File: src/rtl/pc_pkg.sv
// Shared types and helpers for the program-counter sequencer and its return-address stack.
package pc_pkg;

  typedef enum logic [1:0] {
    ST_RUN    = 2'd0,
    ST_HALTED = 2'd1,
    ST_FAULT  = 2'd2
  } pc_state_e;

  localparam int unsigned DEF_STACK_DEPTH = 4;

  // Width of an occupancy counter that must represent 0..depth inclusive.
  function automatic int unsigned cnt_width(input int unsigned depth);
    return $clog2(depth + 1);
  endfunction

endpackage

File: src/rtl/pc_stack.sv
// Return-address LIFO with a registered top entry and registered empty/full flags.
// Overflow/underflow are not checked here; the sequencer never pushes when full or pops when empty.
module pc_stack
  import pc_pkg::*;
#(
  parameter int unsigned PC_W        = 11,
  parameter int unsigned STACK_DEPTH = DEF_STACK_DEPTH
) (
  input  logic            i_clk,
  input  logic            i_rst,
  input  logic            i_push,
  input  logic            i_pop,
  input  logic [PC_W-1:0] i_push_data,
  output logic [PC_W-1:0] o_top,
  output logic            o_empty,
  output logic            o_full
);

  localparam int unsigned CNT_W = cnt_width(STACK_DEPTH);
  localparam int unsigned IDX_W = (STACK_DEPTH > 1) ? $clog2(STACK_DEPTH) : 1;
  localparam int unsigned MEM_N = 1 << IDX_W;

  logic [PC_W-1:0]  r_mem [MEM_N];
  logic [CNT_W-1:0] r_count;
  logic [PC_W-1:0]  r_top;
  logic             r_empty;
  logic             r_full;
  logic [IDX_W-1:0] w_wr_idx;
  logic [IDX_W-1:0] w_rd_idx;
  logic             w_do_push;
  logic             w_do_pop;

  assign w_do_push = i_push && !r_full;
  assign w_do_pop  = i_pop && !r_empty && !i_push;
  assign w_wr_idx  = IDX_W'(r_count);
  // Entry that becomes the new top after a pop; its value is unused when the pop empties the stack.
  assign w_rd_idx  = IDX_W'(r_count - CNT_W'(2));

  always_ff @(posedge i_clk) begin
    if (w_do_push) begin
      r_mem[w_wr_idx] <= i_push_data;
    end
  end

  always_ff @(posedge i_clk or posedge i_rst) begin
    if (i_rst) begin
      r_count <= '0;
      r_top   <= '0;
      r_empty <= 1'b1;
      r_full  <= 1'b0;
    end else if (w_do_push) begin
      r_count <= r_count + CNT_W'(1);
      r_top   <= i_push_data;
      r_empty <= 1'b0;
      r_full  <= (r_count == CNT_W'(STACK_DEPTH - 1));
    end else if (w_do_pop) begin
      r_count <= r_count - CNT_W'(1);
      r_top   <= r_mem[w_rd_idx];
      r_empty <= (r_count == CNT_W'(1));
      r_full  <= 1'b0;
    end
  end

  assign o_top   = r_top;
  assign o_empty = r_empty;
  assign o_full  = r_full;

endmodule

File: src/rtl/pc_sequencer.sv
// Fetch-stage program counter: increment, jump, call/return through pc_stack, plus halt and fault states.
module pc_sequencer
  import pc_pkg::*;
#(
  parameter int unsigned    PC_W        = 11,
  parameter int unsigned    STACK_DEPTH = DEF_STACK_DEPTH,
  parameter logic [PC_W-1:0] RESET_ADDR = '0
) (
  input  logic            i_clk,
  input  logic            i_rst,
  input  logic            i_enable,
  input  logic            i_halt,
  input  logic            i_jump,
  input  logic            i_call,
  input  logic            i_ret,
  input  logic [PC_W-1:0] i_target,
  output logic [PC_W-1:0] o_pc,
  output logic            o_halted,
  output logic            o_fault,
  output logic            o_stack_empty,
  output logic            o_stack_full
);

  pc_state_e       r_state;
  pc_state_e       w_state_nxt;
  logic [PC_W-1:0] r_pc;
  logic [PC_W-1:0] w_pc_nxt;
  logic [PC_W-1:0] w_pc_inc;
  logic            r_halted;
  logic            r_fault;
  logic            w_push;
  logic            w_pop;
  logic [PC_W-1:0] w_top;
  logic            w_empty;
  logic            w_full;

  assign w_pc_inc = r_pc + PC_W'(1);

  pc_stack #(
    .PC_W        (PC_W),
    .STACK_DEPTH (STACK_DEPTH)
  ) u_stack (
    .i_clk       (i_clk),
    .i_rst       (i_rst),
    .i_push      (w_push),
    .i_pop       (w_pop),
    .i_push_data (w_pc_inc),
    .o_top       (w_top),
    .o_empty     (w_empty),
    .o_full      (w_full)
  );

  // One action per enabled RUN cycle, priority halt > ret > call > jump > increment.
  always_comb begin
    w_state_nxt = r_state;
    w_pc_nxt    = r_pc;
    w_push      = 1'b0;
    w_pop       = 1'b0;
    unique case (r_state)
      ST_RUN: begin
        if (i_enable) begin
          if (i_halt) begin
            w_state_nxt = ST_HALTED;
          end else if (i_ret) begin
            if (w_empty) begin
              w_state_nxt = ST_FAULT;
            end else begin
              w_pop    = 1'b1;
              w_pc_nxt = w_top;
            end
          end else if (i_call) begin
            if (w_full) begin
              w_state_nxt = ST_FAULT;
            end else begin
              w_push   = 1'b1;
              w_pc_nxt = i_target;
            end
          end else if (i_jump) begin
            w_pc_nxt = i_target;
          end else begin
            w_pc_nxt = w_pc_inc;
          end
        end
      end
      default: begin
      end
    endcase
  end

  always_ff @(posedge i_clk or posedge i_rst) begin
    if (i_rst) begin
      r_state  <= ST_RUN;
      r_pc     <= RESET_ADDR;
      r_halted <= 1'b0;
      r_fault  <= 1'b0;
    end else begin
      r_state  <= w_state_nxt;
      r_pc     <= w_pc_nxt;
      r_halted <= (w_state_nxt == ST_HALTED);
      r_fault  <= (w_state_nxt == ST_FAULT);
    end
  end

  assign o_pc          = r_pc;
  assign o_halted      = r_halted;
  assign o_fault       = r_fault;
  assign o_stack_empty = w_empty;
  assign o_stack_full  = w_full;

endmodule

File: config.mk
export PLATFORM = sky130hd
export DESIGN_NAME = pc_sequencer
export DESIGN_NICKNAME = d
export VERILOG_FILES = /design/src/rtl/pc_pkg.sv /design/src/rtl/pc_stack.sv /design/src/rtl/pc_sequencer.sv
export SDC_FILE = /design/constraint.sdc
export NUM_CORES = 1
export LEC_CHECK = 0
export ABC_AREA = 1
export BUFFER_PORTS_ARGS = -buffer_cell sky130_fd_sc_hd__buf_2
export CAP_MARGIN = 20
export CORE_ASPECT_RATIO = 0.9
export CORE_MARGIN = 5
export CORE_UTILIZATION = 50
export DETAILED_ROUTE_END_ITERATION = 10
export GPL_ROUTABILITY_DRIVEN = 0
export GPL_TIMING_DRIVEN = 0
export PLACE_DENSITY_LB_ADDON = 0.25
export SETUP_SLACK_MARGIN = 0.5
export SYNTH_ARGS = -nofsm -noshare
export SYNTH_HDL_FRONTEND = slang
export SYNTH_SLANG_ARGS = --single-unit
File: constraint.sdc
create_clock -name i_clk -period 2 [get_ports i_clk]
set_clock_uncertainty 0.05 [all_clocks]
set_input_delay 0.2 -clock i_clk [delete_from_list [all_inputs] [get_ports i_clk]]
set_output_delay 0.2 -clock i_clk [all_outputs]
set_load 0.01 [all_outputs]
==> flow_summary.ini, run 1 <==
[placed_design]
hpwlAfterDp_um = 5620
dpl_worst_slack_ns = 0.0764
portBuffers = 32
dp_cells = 508

[yosys]
synth-seq-area-share = 0.583
synth_warnings = 0
ys_ff_latch = 75
synthesis.area_um2 = 3600
syn_nets = 407
syn-mean-instance-area_um2 = 9.42
syn_inst = 382
synth_cell_types = 29

[floorplan]
die-height_um = 90.5
die_area_um2 = 8990
num_rows = 29
die_x_um = 99.4
start_util = 0.511
coreArea_um2 = 7040
io_pins = 33

[drt]
post_drt_wl_per_cell_um = 15.5
vias = 2784
first_iter_violations = 172
totalWireLength_um = 8340
viasPerCell = 5.17
first_pass_iters = 4
ant_nets = 0
drc_errors = 0

[critical_path]
cpPeakStageDelay_ns = 0.40
critPathMaxFanout = 11
crit_top_cell = nor2_4
critPathLaunchType = register
path_cells = nor2_2 > nand3_4 > nor2_4 > inv_4 > nor2_4 > buf_12
cp_top_family = simple AND/OR/NAND/NOR gates
crit_buf_inv = 2
crit_arrival_ns = 1.56
crit_slowest_cell = dfrtp_1
crit_required_ns = 2.01
critPathKind = reg2reg
crit_path_end_kind = register

[timing]
finalCritPeriodShare = 0.773
finalHoldViolCount = 0
tns_ns = 0
setup_violations = 0
rsz0062_at_grt = true
relSlewSlack = 0.471
tightestPinTransition_ns = 0.793
whs_ns = 0.0899
final.min_clock_period_ns = 1.55
drv_slew = 0
setup_slack_ns = 0.455
fmax_mhz = 647

[power_and_ir_drop]
finalPower_mw = 3.04
leakagePower_nw = 1.97
peakVddDrop_mv = 0.579
power_per_cell_area_nw_per_um2 = 689

[finish]
drive_gt1_frac = 0.242
final_nets = 466
layout.cells.non_filler = 539
area_delta_synth_final_pct = 22.7
multiInputGateArea_um2 = 1350
n_antenna_cell = 0
seq_area_um2 = 2100
fill_cells = 584

[grt]
overflow = 0
grt_pass1_wl_um = 13300
grt_pass1_vias = 2629
grt_max_degree = 19
antenna_found_initial = 0
grtUsageTotal = 0.191

[cts]
cts_tree = built
cts_buffers = 9
clock_path_buffers = 2
root_buffer = clkbuf_8
clkSinkCount = 75
h-tree-depth = 3
clk_pin_slew_ns = 0.08
clock_latency_ns = 0.35

[run]
max_cap_viol_count = 0

[outcome]
status = completed

[min_path]
hold_path.class = in2reg
==> routing by layer <==
layer,GRT usage,wire (um),vias up
met2,0.306,3980,81
met4,0.0614,136,0
met5,0,0,-
li1,-,-,1382
met1,0.257,3800,1309
met3,0.0425,417,12
==> state kept, by name, indices dropped and copies added, names as in the netlist <==
register,flops
o_fault,1
o_halted,1
o_pc,11
r_state,2
u_stack.o_empty,1
u_stack.o_full,1
u_stack.o_top,11
u_stack.r_count,3
u_stack.r_mem,44
==> worst register-to-register path: stages, from the launching register on <==
cell,delay [ns]
dfrtp_1,0.40
nor2_2,0.16
nand3_4,0.12
nor2_4,0.15
inv_4,0.10
nor2_4,0.13
buf_12,0.15
==> synth_stat cells (all sizes together) <==
| library cell | n | share of area |
|---|---|---|
| nand2 | 116 | 0.13 |
| nand3 | 49 | 0.074 |
| edfxtp | 44 | 0.37 |
| nor2 | 42 | 0.057 |
| inv | 31 | 0.032 |
| dfrtp | 30 | 0.21 |
| o21ai | 18 | 0.025 |
| buf | 11 | 0.021 |
| a21oi | 9 | 0.013 |
| ha | 7 | 0.024 |
| o211ai | 7 | 0.015 |
| and2 | 5 | 0.0087 |
| o22ai | 4 | 0.0070 |
| clkbuf | 2 | 0.0021 |
| clkinv | 2 | 0.0021 |
| xor2 | 2 | 0.0049 |
| a31oi | 1 | 0.0017 |
| dfstp | 1 | 0.0073 |
| xnor2 | 1 | 0.0024 |
==> final timing paths <==
path,endpoint,cells after the start,slack (ns),from
hold / removal,r_state[0],3,0.09,i_halt
max in group asynchronous,u_stack.o_top[0],4,0.86,i_rst
setup / recovery,u_stack.r_mem[1][7],6,0.45,r_state[0]
setup reg to reg,u_stack.r_mem[1][7],6,0.45,r_state[0]
min in group asynchronous,o_fault,3,0.49,i_rst
hold reg to reg,u_stack.o_top[5],2,0.45,u_stack.o_top[5]
==> through the flow <==
stage	util	cell area, um2
5_1_grt	0.627	4420
3_5_place_dp	0.559	3940
6_report	0.627	4420
4_1_cts	0.615	4330
3_3_place_gp	0.555	3910
2_1_floorplan	-	3630
==> power breakdown <==
group | internal, mW | total (mW) | switching, mW
registers | 1.62 | 1.62 | 0
logic | 0.0333 | 0.0862 | 0.0529
clock network | 0.728 | 1.33 | 0.607
==> repair_timing <==
action                                 in CTS  in global routing
hold buffers                                1                  0
pin swaps                                   8                  3
cloned                                      0                  1
buffers inserted                           10                  3
setup endpoints to repair                  68                 87
resized for setup                          10                 17
endpoints found under the hold margin      16                  0
==> cell families after synthesis <==
| family | share of synthesized area |
|---|---|
| simple gates | 0.267 |
| flops | 0.583 |
| compound gates | 0.0609 |
| fa+ha+maj | 0.0243 |
| xor+xnor | 0.00731 |
| buf+inv | 0.0574 |
==> placed cells by master, fill, tap and decap left out, types with 2 or more instances in the layout <==
cell         n
ha_1         6
buf_4       12
nand2_2      4
xor2_1       2
nor2_4      10
nand3_2      2
and2_1       2
inv_1       27
edfxtp_1    44
o21ai_1      4
nand3_1     46
nor2_1      29
buf_6        2
nand2_1    110
buf_12       5
bufinv_16    2
and2_4       3
clkinv_1     2
o21ai_0     14
nand2_4      2
o22ai_1      4
inv_4        2
nor2_2       3
clkinv_4     2
dfrtp_1     27
a21oi_1      9
inv_8        2
inv_6        2
o211ai_1     7
clkbuf_1     2
dfrtp_2      3
clkbuf_8     9
buf_2       36
==> final cells by class <==
class                           instances  share of cell area
Multi-Input combinational cell        261               0.306
Inverter                               33              0.0303
Tap cell                               93              0.0264
Sequential cell                        75               0.476
Timing Repair Buffer                   48              0.0839
Buffer                                 13              0.0244
Clock buffer                            9              0.0281
Clock inverter                          7              0.0247
(Power assumes the default switching activity.)
==> inputs of run 2 (changes only) <==
==> constraint.sdc (replaced) <==
create_clock -name i_clk -period 1.36 [get_ports i_clk]
set_clock_uncertainty 0.05 [all_clocks]
set_input_delay 0.136 -clock i_clk [delete_from_list [all_inputs] [get_ports i_clk]]
set_output_delay 0.136 -clock i_clk [all_outputs]
set_load 0.01 [all_outputs]
==> run 2 against run 1 <==
The run now ends with hold timing, setup timing left. Via count up 12%. Critical path depth is the same. Clock power up 23%. Sequential power rose by 48%. Non-clock buffer count up 30. Final cell count up 5.6%. Combinational power is 58% higher. Largest power group unchanged.
==> flow_summary.ini, run 2 (synthesized netlist as in run 1, its figures left out) <==
[outcome]
status = finished, violations left
violations = hold timing, setup timing

[drt]
totalWireLength_um = 10100
viasPerCell = 5.49
ant_nets = 0
first_iter_violations = 313
first_pass_iters = 5
post_drt_wl_per_cell_um = 17.8
vias = 3122
drc_errors = 0

[finish]
largest_reg_flops = 44
n_antenna_cell = 0
fill_cells = 450
top_register = u_stack.r_mem
final_common_cell = nand2_1
layout.cells.non_filler = 569
drive_gt1_frac = 0.412
final_nets = 496
area_delta_synth_final_pct = 41.5
final_cell_mix = nand2_1, edfxtp_1, buf_6

[run]
max_cap_viol_count = 0

[timing]
final.min_clock_period_ns = 1.53
setup_violations = 94
rsz0062_at_grt = true
whs_ns = -0.222
setup_slack_ns = -0.174
drv_slew = 0
finalHoldViolCount = 11
tightestPinTransition_ns = 0.570
relSlewSlack = 0.620
finalCritPeriodShare = 1.13
fmax_mhz = 652

[placed_design]
dp_cells = 508
portBuffers = 32
hpwlAfterDp_um = 5820
dpl_worst_slack_ns = -0.472

[cts]
clk_pin_slew_ns = 0.08
clkSinkCount = 75
clock_path_buffers = 2
cts_buffers = 9
cts_tree = built
h-tree-depth = 3
root_buffer = clkbuf_8
clock_latency_ns = 0.35

[grt]
antenna_found_initial = 0
grtUsageTotal = 0.214
overflow = 0
grt_pass1_wl_um = 15000
grt_max_degree = 21
grt_pass1_vias = 3041

[critical_path]
cpPeakStageDelay_ns = 0.39
rr_endpoint = u_stack.r_mem[3][0]
r2r_cells = 6
crit_slowest_cell = dfrtp_1
rrSetupSlack_ns = -0.17
crit_arrival_ns = 1.54
critPathKind = reg2reg
reg2reg_from = r_state[1]
critPathLaunchType = register
critPathMaxFanout = 11
path_cells = nor2_2 > nand3_4 > nor2_4 > inv_6 > nor2_4 > buf_12
crit_top_cell = nor2_4
crit_required_ns = 1.37
crit_path_end_kind = register

[power_and_ir_drop]
power_per_cell_area_nw_per_um2 = 817
leakagePower_nw = 2.21
peakVddDrop_mv = 0.591

[floorplan]
io_pins = 33
num_rows = 29
die_area_um2 = 8990
start_util = 0.511
coreArea_um2 = 7040
die_x_um = 99.4
die-height_um = 90.5

[min_path]
hold_path.class = in2async
[run 2: area by class of cell]
class / count / area (um2) / share of cell area
plain buffers: 13 / 114 / 0.0224
clock buffers: 10 / 128 / 0.0251
clock inverters: 6 / 56.3 / 0.0111
inverters: 33 / 146 / 0.0288
multi-input cells: 261 / 1670 / 0.329
flip-flops and latches: 75 / 2110 / 0.415
well taps: 93 / 116 / 0.0229
repair buffers: 78 / 743 / 0.146
[run 2: critical path: cells and delay by family, from the launching register on]
kind | cells | cell delay, ns
buffers and inverters | 2 | 0.23
flip-flops | 1 | 0.39
AND/OR/NAND/NOR | 4 | 0.55
[run 2: report_power, final]
group	total [mW]	leakage [nW]	internal (mW)	switching, mW
logic	0.136	1.28	0.0478	0.0880
clock network	1.63	0.0850	0.830	0.805
registers	2.39	0.844	2.39	0
[run 2: timing repair]
item | CTS | global route
endpoints found under the hold margin | 11 | 11
gates cloned | 2 | 1
setup buffers | 32 | 10
pin swaps | 21 | 15
endpoints found under the setup margin | 134 | 134
gates resized for setup | 56 | 46
[run 2: how the worst max path moves through the flow]
stage	from	endpoint	slack, ns
detailed placement	r_state[0]	u_stack.r_mem[2][2]	-0.47
global route	r_state[1]	u_stack.o_top[4]	-0.26
finish	r_state[1]	u_stack.r_mem[3][0]	-0.17
CTS	r_state[1]	u_stack.r_mem[1][8]	-0.14
floorplan	r_state[0]	u_stack.r_mem[0][0]	-0.19
global placement	r_state[0]	u_stack.r_mem[0][2]	-0.45
[run 2: stage by stage]
step | setup TNS [ns] | total power [mW] | util | cell area [um2]
final | -11.02 | 4.16 | 0.723 | 5090
after global placement | -20.97 | 2.55 | 0.574 | 4040
after global routing | -17.38 | 4.26 | 0.723 | 5090
after CTS | -8.71 | 4.16 | 0.681 | 4800
after floorplan | -7.96 | 2.50 | - | 3760
after detailed placement | -22.42 | 2.56 | 0.578 | 4070
[run 2: metal layers]
metal | track usage | vias to the layer above | wire [um]
met5 | 0 | - | 0
li1 | - | 1447 | -
met2 | 0.345 | 167 | 5060
met1 | 0.294 | 1486 | 4050
met4 | 0.0512 | 0 | 180
met3 | 0.0471 | 22 | 821
